--- src/rtl/countdown_timer4_if.sv ---
// Command/status bundle for countdown_timer4: start/stop/enable/mode controls in,
// registered count and status flags out.
interface countdown_timer4_if #(
  parameter int unsigned WIDTH = 4
);
  logic [WIDTH-1:0] load_val;
  logic             start;
  logic             stop;
  logic             en;
  logic             periodic;
  logic [WIDTH-1:0] out;
  logic             busy;
  logic             tc;
  logic             done;

  modport master (
    output load_val, start, stop, en, periodic,
    input  out, busy, tc, done
  );

  modport slave (
    input  load_val, start, stop, en, periodic,
    output out, busy, tc, done
  );
endinterface

--- src/rtl/countdown_timer4.sv ---
// Loadable down-counter with one-shot and periodic (auto-reload) modes.
// Emits a one-cycle terminal-count pulse; done latches one-shot completion.
module countdown_timer4 #(
  parameter int unsigned WIDTH = 4
) (
  input  logic                 clk,
  input  logic                 reset,
  countdown_timer4_if.slave    bus
);

  typedef enum logic [1:0] {
    IDLE = 2'd0,
    RUN  = 2'd1,
    DONE = 2'd2
  } state_t;

  state_t           state, state_n;
  logic [WIDTH-1:0] cnt, cnt_n;
  logic [WIDTH-1:0] reload, reload_n;
  logic             mode, mode_n;
  logic             tc_q, tc_n;
  logic             done_q, done_n;
  logic             load_zero;

  assign load_zero = (bus.load_val == WIDTH'(0));

  // State and datapath registers
  always_ff @(posedge clk or posedge reset) begin
    if (reset) begin
      state  <= IDLE;
      cnt    <= '0;
      reload <= '0;
      mode   <= 1'b0;
      tc_q   <= 1'b0;
      done_q <= 1'b0;
    end else begin
      state  <= state_n;
      cnt    <= cnt_n;
      reload <= reload_n;
      mode   <= mode_n;
      tc_q   <= tc_n;
      done_q <= done_n;
    end
  end

  // Next-state: stop beats start beats counting in every state
  always_comb begin
    state_n  = state;
    cnt_n    = cnt;
    reload_n = reload;
    mode_n   = mode;
    tc_n     = 1'b0;
    done_n   = done_q;

    if (bus.stop) begin
      state_n = IDLE;
      done_n  = 1'b0;
    end else if (bus.start) begin
      // A zero load completes immediately so periodic mode cannot spin on a zero period
      if (load_zero) begin
        cnt_n   = '0;
        tc_n    = 1'b1;
        done_n  = 1'b1;
        state_n = DONE;
      end else begin
        reload_n = bus.load_val;
        mode_n   = bus.periodic;
        cnt_n    = bus.load_val;
        done_n   = 1'b0;
        state_n  = RUN;
      end
    end else begin
      unique case (state)
        RUN: begin
          if (bus.en) begin
            if (cnt > WIDTH'(1)) begin
              cnt_n = cnt - WIDTH'(1);
            end else begin
              tc_n = 1'b1;
              if (mode) begin
                cnt_n = reload;
              end else begin
                cnt_n   = '0;
                done_n  = 1'b1;
                state_n = DONE;
              end
            end
          end
        end
        DONE: begin
          cnt_n = '0;
        end
        default: begin
        end
      endcase
    end
  end

  assign bus.out  = cnt;
  assign bus.tc   = tc_q;
  assign bus.done = done_q;
  assign bus.busy = (state == RUN);

endmodule

--- src/flat_wrapper.sv ---
// flat-port wrapper written by rule: the top's interface ports become plain ports
module countdown_timer4_flat 
#(
  parameter int unsigned WIDTH = 4
)
  (clk, reset, bus_load_val, bus_start, bus_stop, bus_en, bus_periodic, bus_out, bus_busy, bus_tc, bus_done);
  countdown_timer4_if #(.WIDTH(WIDTH)) bus_i ();
  input  logic clk;
  input  logic reset;
  input wire logic [$bits(bus_i.load_val)-1:0] bus_load_val;
  input wire logic [$bits(bus_i.start)-1:0] bus_start;
  input wire logic [$bits(bus_i.stop)-1:0] bus_stop;
  input wire logic [$bits(bus_i.en)-1:0] bus_en;
  input wire logic [$bits(bus_i.periodic)-1:0] bus_periodic;
  output wire logic [$bits(bus_i.out)-1:0] bus_out;
  output wire logic [$bits(bus_i.busy)-1:0] bus_busy;
  output wire logic [$bits(bus_i.tc)-1:0] bus_tc;
  output wire logic [$bits(bus_i.done)-1:0] bus_done;
  assign bus_i.load_val = bus_load_val;
  assign bus_i.start = bus_start;
  assign bus_i.stop = bus_stop;
  assign bus_i.en = bus_en;
  assign bus_i.periodic = bus_periodic;
  assign bus_out = bus_i.out;
  assign bus_busy = bus_i.busy;
  assign bus_tc = bus_i.tc;
  assign bus_done = bus_i.done;
  countdown_timer4 #(.WIDTH(WIDTH)) u_core (.clk(clk), .reset(reset), .bus(bus_i));
endmodule
--- config.mk ---
export PLATFORM = sky130hd
export DESIGN_NAME = countdown_timer4_flat
export DESIGN_NICKNAME = d
export VERILOG_FILES = /design/src/rtl/countdown_timer4_if.sv /design/src/rtl/countdown_timer4.sv /design/src/flat_wrapper.sv
export SDC_FILE = /design/constraint.sdc
export NUM_CORES = 1
export LEC_CHECK = 0
export ABC_AREA = 0
export CELL_PAD_IN_SITES_DETAIL_PLACEMENT = 0
export CELL_PAD_IN_SITES_GLOBAL_PLACEMENT = 1
export CORE_MARGIN = 2
export CORE_UTILIZATION = 38
export CTS_CLUSTER_SIZE = 24
export DETAILED_ROUTE_END_ITERATION = 16
export PLACE_DENSITY_LB_ADDON = 0.12
export SLEW_MARGIN = 20
export SYNTH_ARGS = -nofsm -noshare
export SYNTH_HDL_FRONTEND = slang
export SYNTH_SLANG_ARGS = --single-unit
--- constraint.sdc ---
create_clock -name clk -period 2.8 [get_ports clk]
set_input_delay 0.42 -clock clk [delete_from_list [all_inputs] [get_ports clk]]
set_output_delay 0.42 -clock clk [all_outputs]
set_load 0.02 [all_outputs]
Yosys cells after proc, flatten, opt, wreduce, memory -nomap -nowiden
Cells that the tools add are included.
{ "op_classes": {"n_reduce_logical": 7, "n_eq_ne": 5, "n_mux": 25, "magnitude_cmp": 1, "n_addsub": 1, "n_bitwise": 2} }
{ "op_table": {"columns": ["cell", "count"], "rows": [
  ["two-way mux 4 bit", 5],
  ["two-way mux 2 bit", 7],
  ["two-way mux 1 bit", 12],
  ["inequality test 3 bit, second input constant", 3],
  ["nonzero test 3 bit", 3],
  ["case mux 4 bit (2 select lines)", 1],
  ["AND reduction 3 bit", 2],
  ["> comparator 4 x 1 -> 1 bit, second input constant", 1],
  ["logical NOT 4 bit", 1],
  ["AND reduction 4 bit", 1],
  ["subtractor 4 x 1 -> 4 bit, second input constant", 1],
  ["== test 2 x 1 -> 1 bit, second input constant", 1],
  ["== test 2 bit, second input constant", 1],
  ["inverter 1 bit", 2]
]} }
{ "word_totals": {"output_inout_bits": 7, "reg_bits": 13, "in_bits": 10, "wordCells": 47} }

Logic depth before layout (Yosys ltp)
Gate-level depths: netlist (run 1).
{ "depth": {"word_depth": 6, "ltp_mapped": 6, "ltp_nobuf": 6} }

Worst setup path before layout (run 1)
No wires, ideal clock.
{ "synth_path": {"kind": "register to register", "from": "register u_core.cnt[0], in the netlist u_core.bus.out[0]", "to": "register u_core.done_q, in the netlist u_core.bus.done", "setup_ns": 0.125, "path_stages_with_launch": 7, "required_ns": 2.675, "n_path_buf": 0, "period_less_slack_ns": 1.684, "t_arrival_ns": 1.559, "setup_slack_ns": 1.116, "path_cell_list": "dfrtp_1 inv_1 ha_1 nor2_1 nor3_1 a31oi_1 mux2_2"} }
{ "synth_via": {"elab_chain_len": 3} }
{ "synth_rtl": {"columns": ["element", "line", "text"], "rows": [
  ["from (decl)", "countdown_timer4.sv:18", "logic [WIDTH-1:0] cnt, cnt_n;"],
  ["from (signal assigned)", "countdown_timer4.sv:38", "cnt <= cnt_n;"],
  ["> comparator 4 x 1 -> 1 bit", "countdown_timer4.sv:76", "if (cnt > WIDTH'(1)) begin"],
  ["inequality test 3 bit (no source line)", null, null],
  ["AND reduction 4 bit (no source line)", null, null],
  ["to (signal assigned)", "countdown_timer4.sv:42", "done_q <= done_n;"],
  ["to (decl)", "countdown_timer4.sv:22", "logic done_q, done_n;"]
]} }
Every way passes these cells.
A chain may end at the register's enable or synchronous reset.

Worst setup path after layout (run 1)
{ "layout_path": {"from": "register u_core.state[0]", "to": "output bus_busy"} }
{ "layout_via": {"elab_chain_len": 1} }
{ "layout_rtl": {"columns": ["element", "line", "text"], "rows": [
  ["from (decl)", "countdown_timer4.sv:17", "state_t state, state_n;"],
  ["from (signal assigned)", "countdown_timer4.sv:37", "state <= state_n;"],
  ["== test 2 x 1 -> 1 bit", "countdown_timer4.sv:102", "assign bus.busy = (state == RUN);"],
  ["to (decl)", "flat_wrapper.sv:16", "output wire logic [$bits(bus_i.busy)-1:0] bus_busy;"]
]} }
Every way passes these cells.

==> summary.md, run 1 <==
| Metric | Value |
|---|---|
| Outcome | complete, no violations |
| First-pass GRT wire length | 2.704 mm |
| Most common cell after layout, fill and taps aside | clkdlybuf4s50_1 |
| Leakage | between 0.4 and 0.5 nW |
| R2R cell count | 6 |
| Clk slew on worst S/H paths | about 0.08 ns |
| Multi-input logic area | about 370 um2 |
| Via count | approximately 630 |
| Initial antenna violation count | 0 |
| Die X | ~47 um |
| Yosys reg bits | 12 |
| Total core area | approximately 1700 um2 |
| First DRT Iteration DRCs | 10 |
| Most frequent cells in the layout | 16 x clkdlybuf4s50_1, 12 x dfrtp_1, 7 x inv_1, 7 x a21oi_1, 6 x nor2b_1 |
| Pwr dens | 596.5 nW/um2 |
| Max FO, Critical Path | 4 |
| CP startpoint kind | register |
| Net Sw Power | about 0.18 mW |
| Reg area | ~300 um2 |
| Cts repair resizes | 0 |
| Reg power frac | 0.406 |
| Mapped Avg Cell Area | between 9 and 10 um2 |
| Post-CTS Setup Inserts | 0 |
| Tcrit/Tclk final | 0.6556 |
| Filler cells | about 180 |
| Fin worst setup slack | about 0.96 ns |
| P_int | around 0.37 mW |
| Worst hold path class | input port to asynchronous set/reset pin |
| Hold_buf cts | 0 |
| WHS | around 0.44 ns |
| Die Ht | approximately 47 um |
| CP arrival | between 1 and 1.5 ns |
| Largest net degree at the start of global routing | 13 |
| Die ar. | 2225 um2 |
| Setup WS pre-CTS | 0.7510 ns |
| Synth Warn # | 0 |
| Final Hold Viols | 0 |
| Worst R2R Setup Slack | about 0.99 ns |
| Area delta synth->final | 31.10% |
| Combinational Power Share | 0.337 |
| Util after Layout | 0.5319 |
| Synthesized netlist cell count | 75 |
| CP required | 2.38 ns |
| Clk pwr share | 0.256 |
| Total routed wirelength | between 1.5 and 2 mm |
| Max Freq | 0.5448 GHz |
| Pre-antenna DRT Iters | 6 |
| Fraction of layout cells with a size suffix above 1 | 0.1383 |
| Max_cap viols | 0 |
| Setup Total Neg Slack | 0 ns |
| R2R Path End | u_core.bus.done |
| Seq/Total Area, Yosys | 0.4240 |
| Starting Density | 0.4057 |
| Diode count | 0 |
| Total Routing Usage GR | 0.1815 |
| VDD IR max | 0.2989 mV |
| Clock Path Buffers | 2 |
| Library cells used by synthesis | 30 |
| Clock sinks | 12 |
| Mapped cell area | 708.2 um2 |
| Max-slew headroom | 0.6901 |
| # IOs | 17 |
| Site row count | 15 |
| Root cell of the clock tree | clkbuf_4 |
| Final slew viol count | 0 |
| Worst Tran Pin Value | roughly 0.46 ns |
| CTS H-tree lvls | 1 |
| ANT nets after route | 0 |
| DR DRC count | 0 |
| Routability cong. | around 0.76 |
| Vias per cell | approximately 5.3 |
| Kind of critical path | register to output pin |
| Total power | approximately 0.55 mW |
| CTS tree | built |
| RR Startpoint | u_core.bus.out[0] |
| CP startpoint | u_core.state[0] |
| Nets | between 100 and 150 |
| Grt ovf | 0 |
| Syn nets | between 80 and 90 |
| Final worst path period need | 1.836 ns |
| DR WL/cell | 13.52 um |
| Inserted Clock Buffers | 3 |
| Worst setup EP type | output pin |
| Clock Skew | ~0.0031 ns |
| Worst-Skew Late Latency | around 0.28 ns |
| Switching Share | 0.3306 |
| Unrepaired setup endpoints after global routing | false |
| Vias in the first global route | between 500 and 600 |
| Final setup vio count | 0 |
| Port-buffer cells | 16 |
| HPWL Detailed | around 1.2 mm |
## registers in the layout, summed over array words and instances (netlist names)
name / cells
u_core.bus.done: 1
u_core.bus.out: 4
u_core.bus.tc: 1
u_core.mode: 1
u_core.reload: 4
u_core.state: 1
## power groups by stage
stage / clock network, mW / registers, mW / logic, mW
after floorplan: 0 / 0.240 / 0.103
after global placement: 0 / 0.228 / 0.186
after detailed placement: 0 / 0.229 / 0.186
after CTS: 0.149 / 0.225 / 0.187
after global routing: 0.150 / 0.230 / 0.208
final: 0.142 / 0.225 / 0.187
## Yosys cell counts
library cell  instances  area (um2)
a211oi_1              1       7.510
a21oi_1               7       35.03
a22oi_1               2       15.01
a31o_2                1       8.760
a31oi_1               1       6.260
a32oi_1               1       8.760
a41oi_1               1       8.760
and2_4                1       8.760
and3b_1               1       8.760
and4_1                1       8.760
buf_6                 1       11.26
clkbuf_1              1       3.750
dfrtp_1              12       300.3
ha_1                  2       25.02
inv_1                 7       26.28
mux2_2                1       11.26
mux2_4                3       45.04
nand2_1               5       18.77
nand3_1               2       10.01
nor2_1                4       15.01
nor2b_1               6       37.54
nor3_1                1       5.000
o2111ai_1             1       8.760
o21ai_0               5       25.02
o22ai_1               1       6.260
o311ai_0              1       8.760
o31ai_1               1       7.510
or2_2                 2       12.51
or3_1                 1       6.260
or4_1                 1       7.510
## through the flow
| step | cells | cell area, um2 |
|---|---|---|
| floorplan | 75 | 708.2 |
| global placement | 115 | 892.1 |
| detailed placement | 115 | 892.1 |
| CTS | 119 | 928.4 |
| global route | 119 | 928.4 |
| finish | 119 | 928.4 |
## final cells by class
class / instances / area share
Clock buffer: 4 / 0.03908
Timing Repair Buffer: 17 / 0.1806
Sequential cell: 12 / 0.3235
Tap cell: 25 / 0.03369
Inverter: 7 / 0.02830
Multi-Input combinational cell: 54 / 0.3949
## worst max-delay path, cell delays in order (launching register included)
cell             delay, ns
dfrtp_1               0.39
nor2b_1               0.14
clkdlybuf4s50_1       0.60
## worst max-delay path by stage
stage                             endpoint  slack [ns]  depth (start not counted)
after global routing       u_core.bus.done        0.87                          6
after global placement    u_core.reload[3]        0.80                          4
after floorplan            u_core.bus.done        1.12                          6
after CTS                         bus_busy        0.95                          2
final                             bus_busy        0.96                          2
after detailed placement  u_core.reload[3]        0.75                          4
## metal layers
| metal | track usage | vias up | wire length, um |
|---|---|---|---|
| met5 | 0 | - | 0 |
| met4 | 0.1333 | 0 | 55 |
| met3 | 0.02308 | 5 | 63 |
| met2 | 0.2575 | 16 | 702 |
| met1 | 0.2512 | 302 | 786 |
| li1 | - | 308 | - |
## logic make-up (layout without fill, tap and decap cells)
logic type,count (synthesis),count (layout),share of synthesized area
AND/OR/NAND/NOR,25,25,0.1961
AO/OA/AOI/OAI,23,23,0.2067
flip-flops,12,12,0.4240
buffers and inverters,9,28,0.05830
multiplexers,4,4,0.07950
adder cells (fa/ha/maj),2,2,0.03533
No activity file was read; power rests on OpenSTA's default activity.
==> inputs of run 2 (changes only) <==
Settings changed: CORE_UTILIZATION 38 to 35.
Clock period 2.8 ns to 1.7 ns, I/O delays scaled along.
==> run 2 against run 1 <==
Effect of this change:
- non-clock buffer count rose by 11
- total power up 71%
- via count rose by 3.8%
- combinational power is 84% higher
- routed wire length is 2.8% higher
- global-route usage fell by 2.4 points
- critical path type unchanged
- largest cell class unchanged
- highest routed layer unchanged
==> summary.md, run 2 (synthesis results as in run 1) <==
| Metric | Value |
|---|---|
| Outcome | complete, no violations |
| Total Routing Usage GR | 0.1577 (-0.02381) |
| Combinational Power Share | 0.364 (+0.027) |
| Util after Layout | 0.5271 (-0.004838) |
| Worst setup EP type | output pin |
| # IOs | 17 (unchanged) |
| Total routed wirelength | 1.654 mm (+2.8%) |
| Kind of critical path | register to output pin |
| Total core area | 1942 um2 (+11%) |
| Site row count | 16 (+1) |
| ANT nets after route | 0 (unchanged) |
| Slowest CP cell | clkdlybuf4s50_1 |
| Vias in the first global route | 625 (+4.3%) |
| Max_cap viols | 0 (unchanged) |
| Area delta synth->final | 44.52% |
| Clock Path Buffers | 2 (unchanged) |
| Fin worst setup slack | 0.07217 ns (-0.8922 ns) |
| Port-buffer cells | 16 (unchanged) |
| Die Ht | 48.98 um (+3.8%) |
| Non-Filler Instances | 132 (+11%) |
| Initial antenna violation count | 0 (unchanged) |
| Leakage | 0.4831 nW (+20%) |
| Filler cells | 193 (+10%) |
| Setup WS pre-CTS | -0.1395 ns (-0.8905 ns) |
| Fraction of layout cells with a size suffix above 1 | 0.2476 (+0.1093) |
| Setup Total Neg Slack | 0 ns (unchanged) |
| Hold_buf cts | 0 (unchanged) |
| P_int | 0.6428 mW (+73%) |
| CTS H-tree lvls | 1 (unchanged) |
| Cell family with most CP delay | buffers and inverters |
| Die X | 48.98 um (+3.8%) |
| CTS tree | built |
| DR WL/cell | 12.53 um (-7.3%) |
| Clk slew on worst S/H paths | 0.08 ns (about the same) |
| Worst Tran Pin Value | 0.4716 ns (+0.01036 ns) |
| Via count | 655 (+3.8%) |
| Diode count | 0 (unchanged) |
| DR DRC count | 0 (unchanged) |
| Buffers & Inverters on Critical Path | 1 (unchanged) |
| Max-slew headroom | 0.6852 (-0.004886) |
| Largest net degree at the start of global routing | 13 (unchanged) |
| Routability cong. | 0.8214 (+7.8%) |
| Max FO, Critical Path | 7 (+3) |
| Placed cell area | 977.2 um2 (+9.5%) |
| Starting Density | 0.3647 (-0.04104) |
| Most frequent cells in the layout | 14 x clkdlybuf4s50_1, 12 x buf_4, 12 x dfrtp_1 |
| HPWL Detailed | 1.269 mm (+3.3%) |
| Vias per cell | 4.962 (-6.4%) |
| Final setup vio count | 0 (unchanged) |
| Post-Place Cells | 128 (+11%) |
| Most common cell after layout, fill and taps aside | clkdlybuf4s50_1 |
| Unrepaired setup endpoints after global routing | false |
| Worst hold path class | input port to asynchronous set/reset pin |
| Final slew viol count | 0 (unchanged) |
| Reg area | 300.3 um2 (unchanged) |
| CP required | 1.44 ns (-0.94 ns) |
| Worst-Skew Late Latency | 0.28 ns (about the same) |
| R2R Path End | u_core.bus.done |
| Worst stage delay on the critical path | 0.64 ns (+0.04 ns) |
| WHS | 0.2827 ns (-0.1611 ns) |
| Pre-antenna DRT Iters | 4 (-2) |
| Switching Share | 0.3213 (-0.009316) |
| Max Freq | ~0.61 GHz |
| Clock Skew | 0.003933 ns (+0.0008085 ns) |
| WP depth | 1 (-1) |
| Die ar. | 2399 um2 (+7.8%) |
| Net Sw Power | 0.3043 mW (+66%) |
| CP arrival | 1.37 ns (-0.05 ns) |
| Total power | 0.9471 mW (+71%) |
| CP startpoint kind | register |
| Grt ovf | 0 (unchanged) |
| Critical path, cell by cell | clkdlybuf4s50_1 |
| Tcrit/Tclk final | 0.9575 |
| First DRT Iteration DRCs | 12 (+2) |
| Worst R2R Setup Slack | 0.13 ns (-0.86 ns) |
| Reg power frac | 0.392 (-0.014) |
| Root cell of the clock tree | clkbuf_4 |
| First-pass GRT wire length | 2.835 mm (+4.8%) |
| Final Cell Area | 1023 um2 (+10%) |
| Clk pwr share | 0.244 (-0.012) |
| VDD IR max | 0.5329 mV (+78%) |
| Multi-input logic area | 371.6 um2 (+1.4%) |
| Nets | 118 (+10%) |
| RR Startpoint | u_core.bus.out[0] |
| Pwr dens | 925.4 nW/um2 (+55%) |
| R2R cell count | 6 (unchanged) |
| Inserted Clock Buffers | 3 (unchanged) |
| CP startpoint | u_core.bus.out[3] |
| Clock sinks | 12 (unchanged) |
| Final Hold Viols | 0 (unchanged) |
| Final worst path period need | 1.628 ns |
## run 2: cell types whose count changed in the layout (fill, tap and decap cells not counted)
| cell | before | now |
|---|---|---|
| ha_1 | 2 | 1 |
| ha_2 | 0 | 1 |
| nor2_1 | 4 | 3 |
| nor2_2 | 0 | 1 |
| buf_4 | 1 | 12 |
| dlymetal6s2s_1 | 0 | 2 |
| clkdlybuf4s50_1 | 16 | 14 |
## run 2: what timing repair did
item                                    in CTS  in global routing
endpoints found under the setup margin       0                  4
resized for setup                            0                  4
hold endpoints to repair                     0                  0
setup buffers                                0                  0
## run 2: power groups by stage
stage          Clock, mW  Combinational (mW)  Sequential (mW)
6_report           0.231               0.345            0.372
5_1_grt            0.253               0.383            0.379
4_1_cts            0.237               0.342            0.371
3_5_place_dp           0               0.340            0.377
3_3_place_gp           0               0.343            0.376
2_1_floorplan          0               0.169            0.396
## run 2: cell type report
type                       count  share of cell area
clock buffer                   4             0.03545
timing repair buffer          28              0.2494
tap                           27             0.03301
inverter                       7             0.02567
multi-input combinational     54              0.3631
sequential                    12              0.2934
## run 2: per-layer routing
metal  vias up  track usage  part of all wire
met3         4      0.02761             0.034
met5         -            0                 0
met2        13       0.2489              0.45
met4         0       0.1000             0.028
met1       307       0.1992              0.49
li1        331            -                 -
## run 2: how the worst max path moves through the flow
stage                             end  slack, ns
floorplan             u_core.bus.done       0.02
global placement     u_core.reload[1]      -0.12
detailed placement   u_core.reload[0]      -0.14
CTS                   u_core.bus.done       0.03
global route        u_core.bus.out[1]       0.02
finish                     bus_out[3]       0.07
==> inputs of run 3 (changes only) <==
Settings changed: ABC_AREA 0 to 1, CORE_UTILIZATION 35 to 34.
==> run 3 against run 2 <==
Effect of this change:
- clock skew decreased by 0.0021 ns
- sequential power rose by 5.6%
- first-iteration DRC count rose by 67%
==> summary.md, run 3 <==
| Metric | Value |
|---|---|
| Non-Filler Instances | 170 (+29%) |
| Clock sinks | 12 (unchanged) |
| Hold_buf cts | 0 (unchanged) |
| Simple-Gate Fraction of Synth Area | 0.3981 (+0.2020) |
| Routability cong. | 0.7812 (-4.9%) |
| Pwr dens | 1135 nW/um2 (+23%) |
| Fraction of layout cells with a size suffix above 1 | 0.1690 (-0.07860) |
| Synthesized netlist cell count | 122 (+63%) |
| Worst hold path class | input port to asynchronous set/reset pin |
| Clock Skew | 0.001836 ns (-0.002097 ns) |
| Most frequent cell after synthesis | nand2_1 |
| CTS tree | built |
| Worst Tran Pin Value | 0.4830 ns (+0.01135 ns) |
| Syn nets | 134 (+54%) |
| First DRT Iteration DRCs | 20 (+8) |
| Dominant cells by area after synthesis | dfrtp_1 37%, nand2_1 21%, nand3_1 6.8% |
| Vias per cell | 4.559 (-8.1%) |
| Largest net degree at the start of global routing | 13 (unchanged) |
| Vias in the first global route | 757 (+21%) |
| Cell family with most CP delay | buffers and inverters |
| Pre-antenna DRT Iters | 3 (-1) |
| Leakage | 0.5745 nW (+19%) |
| HPWL Detailed | 1.422 mm (+12%) |
| Via count | 775 (+18%) |
| Setup Total Neg Slack | 0 ns (unchanged) |
| VDD IR max | 0.7425 mV (+39%) |
| Area delta synth->final | 28.40% |
| Total Routing Usage GR | 0.1559 (-0.001809) |
| Max-slew headroom | 0.6777 (-0.007575) |
| Largest family of logic cells by synthesized area | simple AND/OR/NAND/NOR gates |
| Die ar. | 2791 um2 (+16%) |
| Compound-gate portion of the synthesized area | 0.07253 (-0.1342) |
| DR DRC count | 0 (unchanged) |
| Inserted Clock Buffers | 3 (unchanged) |
| Nets | 155 (+31%) |
| Outcome | complete, no violations |
| Synth Area in XOR/XNOR | 0 (unchanged) |
| Worst setup EP type | output pin |
| Top FF cell, synth | dfrtp_1 |
| Port-buffer cells | 16 (unchanged) |
| Unrepaired setup endpoints after global routing | false |
| Critical path, cell by cell | clkdlybuf4s50_1 |
| Starting Density | 0.3630 (-0.001665) |
| Adder-cell share of the synthesized area | 0.03086 (-0.004471) |
| First-pass GRT wire length | 3.098 mm (+9.3%) |
| Root cell of the clock tree | clkbuf_4 |
| Post-synth ARST share | 1.000 (unchanged) |
| Mapped Avg Cell Area | 6.646 um2 (-30%) |
| Top cell type's share of synthesized area | 0.3704 (-0.05366) |
| Die Ht | 52.83 um (+7.9%) |
| Post-synth top area cell | dfrtp_1 |
| Grt ovf | 0 (unchanged) |
| Clk slew on worst S/H paths | 0.09 ns (about the same) |
| Total core area | 2233 um2 (+15%) |
| Final slew viol count | 0 (unchanged) |
| # IOs | 17 (unchanged) |
| Kind of critical path | register to output pin |
| CP required | 1.44 ns (about the same) |
| WHS | 0.2864 ns (+0.003745 ns) |
| Max FO, Critical Path | 4 (-3) |
| Worst stage delay on the critical path | 0.63 ns (about the same) |
| Library cells used by synthesis | 19 (-37%) |
| Final worst path period need | 1.594 ns (-0.03423 ns) |
| Total routed wirelength | 1.746 mm (+5.6%) |
| Die X | 52.83 um (+7.9%) |
| Final setup vio count | 0 (unchanged) |
| Worst-Skew Late Latency | 0.27 ns (about the same) |
| Post-synth EDFFs | 0 (unchanged) |
| Max Freq | 0.6275 GHz (+2.1%) |
| Top cells by count, synth | 46 x nand2_1, 14 x inv_1, 12 x dfrtp_1 |
| Initial antenna violation count | 0 (unchanged) |
| Site row count | 17 (+1) |
| Yosys reg bits | 12 (unchanged) |
| Buffers & Inverters on Critical Path | 1 (unchanged) |
| ANT nets after route | 0 (unchanged) |
| DR WL/cell | 10.27 um (-18%) |
| Post-Place Cells | 166 (+30%) |
| Max_cap viols | 0 (unchanged) |
| Tcrit/Tclk final | 0.9374 (-0.02014) |
| Synth Warn # | 0 (unchanged) |
| Clock Path Buffers | 2 (unchanged) |
| Most frequent cells in the layout | 46 x nand2_1, 15 x clkdlybuf4s50_1, 14 x inv_1 |
| Seq/Total Area, Yosys | 0.3704 (-0.05366) |
| CTS H-tree lvls | 1 (unchanged) |
| Diode count | 0 (unchanged) |
| Fraction of synthesized area in multiplexers | 0 (-0.07951) |
| Mapped cell area | 810.8 um2 (+14%) |
| Final Hold Viols | 0 (unchanged) |
| Most common cell after layout, fill and taps aside | nand2_1 |
| CP arrival | 1.34 ns (-0.03 ns) |
| Slowest CP cell | clkdlybuf4s50_1 |
| CP startpoint kind | register |
==> run 3: cell count changes in the layout (fill, tap and decap cells not counted), sizes merged, moves of 3 or more <==
cell   previous run  this run
nand2             5        51
inv               7        23
buf              12         2
nand3             2        12
nor2b             6         0
a21oi             7         3
mux2              4         0
nor2              4         7
o21ai             5         8
==> run 3: timing repair <==
action,4_1_cts,5_1_grt
resized for setup,1,0
endpoints found under the setup margin,1,0
setup buffers,0,0
endpoints found under the hold margin,0,0
==> run 3: cells by family after synthesis <==
group	count (synthesis)
AND/OR/NAND/NOR	72
buffers and inverters	25
flip-flops	12
AO/OA/AOI/OAI	11
adder cells (fa/ha/maj)	2
==> run 3: worst reg2reg max path: stages (launching register included) <==
cell     delay [ns]
dfrtp_1        0.43
inv_1          0.11
ha_1           0.20
inv_1          0.06
nand2_2        0.11
nand2_4        0.07
nand2_2        0.06
nand3_2        0.09
nand2_1        0.07
nand2_1        0.04
==> run 3: final timing paths <==
kind | end | start | slack [ns] | cells past startpoint
worst max-delay path | bus_out[2] | u_core.bus.out[2] | 0.11 | 1
worst min-delay path | u_core.bus.done | reset | 0.29 | 2
worst max register to register | u_core.state[0] | u_core.bus.out[0] | 0.34 | 9
worst min register to register | u_core.reload[2] | u_core.reload[2] | 0.50 | 2
max in group asynchronous | u_core.bus.out[2] | reset | 1.09 | 2
min in group clk | u_core.reload[2] | u_core.reload[2] | 0.50 | 2
==> run 3: area by class of cell <==
cell class                 count  area [um2]
fill                         258        1192
clock buffer                   4       36.28
multi-input combinational     85       406.6
timing repair buffer          18       173.9
inverter                      23       88.84
sequential                    12       300.3
tap                           28       35.03
==> run 3: where the power goes <==
| group | total, mW | internal (mW) | switching, mW |
|---|---|---|---|
| clock | 0.240 | 0.130 | 0.110 |
| combinational | 0.548 | 0.229 | 0.319 |
| sequential | 0.393 | 0.340 | 0.0524 |
| total | 1.18 | 0.700 | 0.482 |
==> run 3: per-layer routing <==
layer / up-vias / share of wire / track usage
met1: 349 / 0.48 / 0.1919
met4: 0 / 0.0092 / 0.06410
met5: - / 0 / 0
met2: 14 / 0.47 / 0.2583
li1: 410 / - / -
met3: 2 / 0.044 / 0.03714
==> run 3: through the flow <==
stage	instance area (um2)	total power [mW]	util	worst slack (ns)
3_3_place_gp	1006	0.9554	0.4504	0.1546
3_5_place_dp	1006	0.9581	0.4504	0.1081
5_1_grt	1041	1.295	0.4661	0.04681
4_1_cts	1041	1.198	0.4661	0.09435
6_report	1041	1.181	0.4661	0.1064
2_1_floorplan	810.8	0.7713	-	0.3090
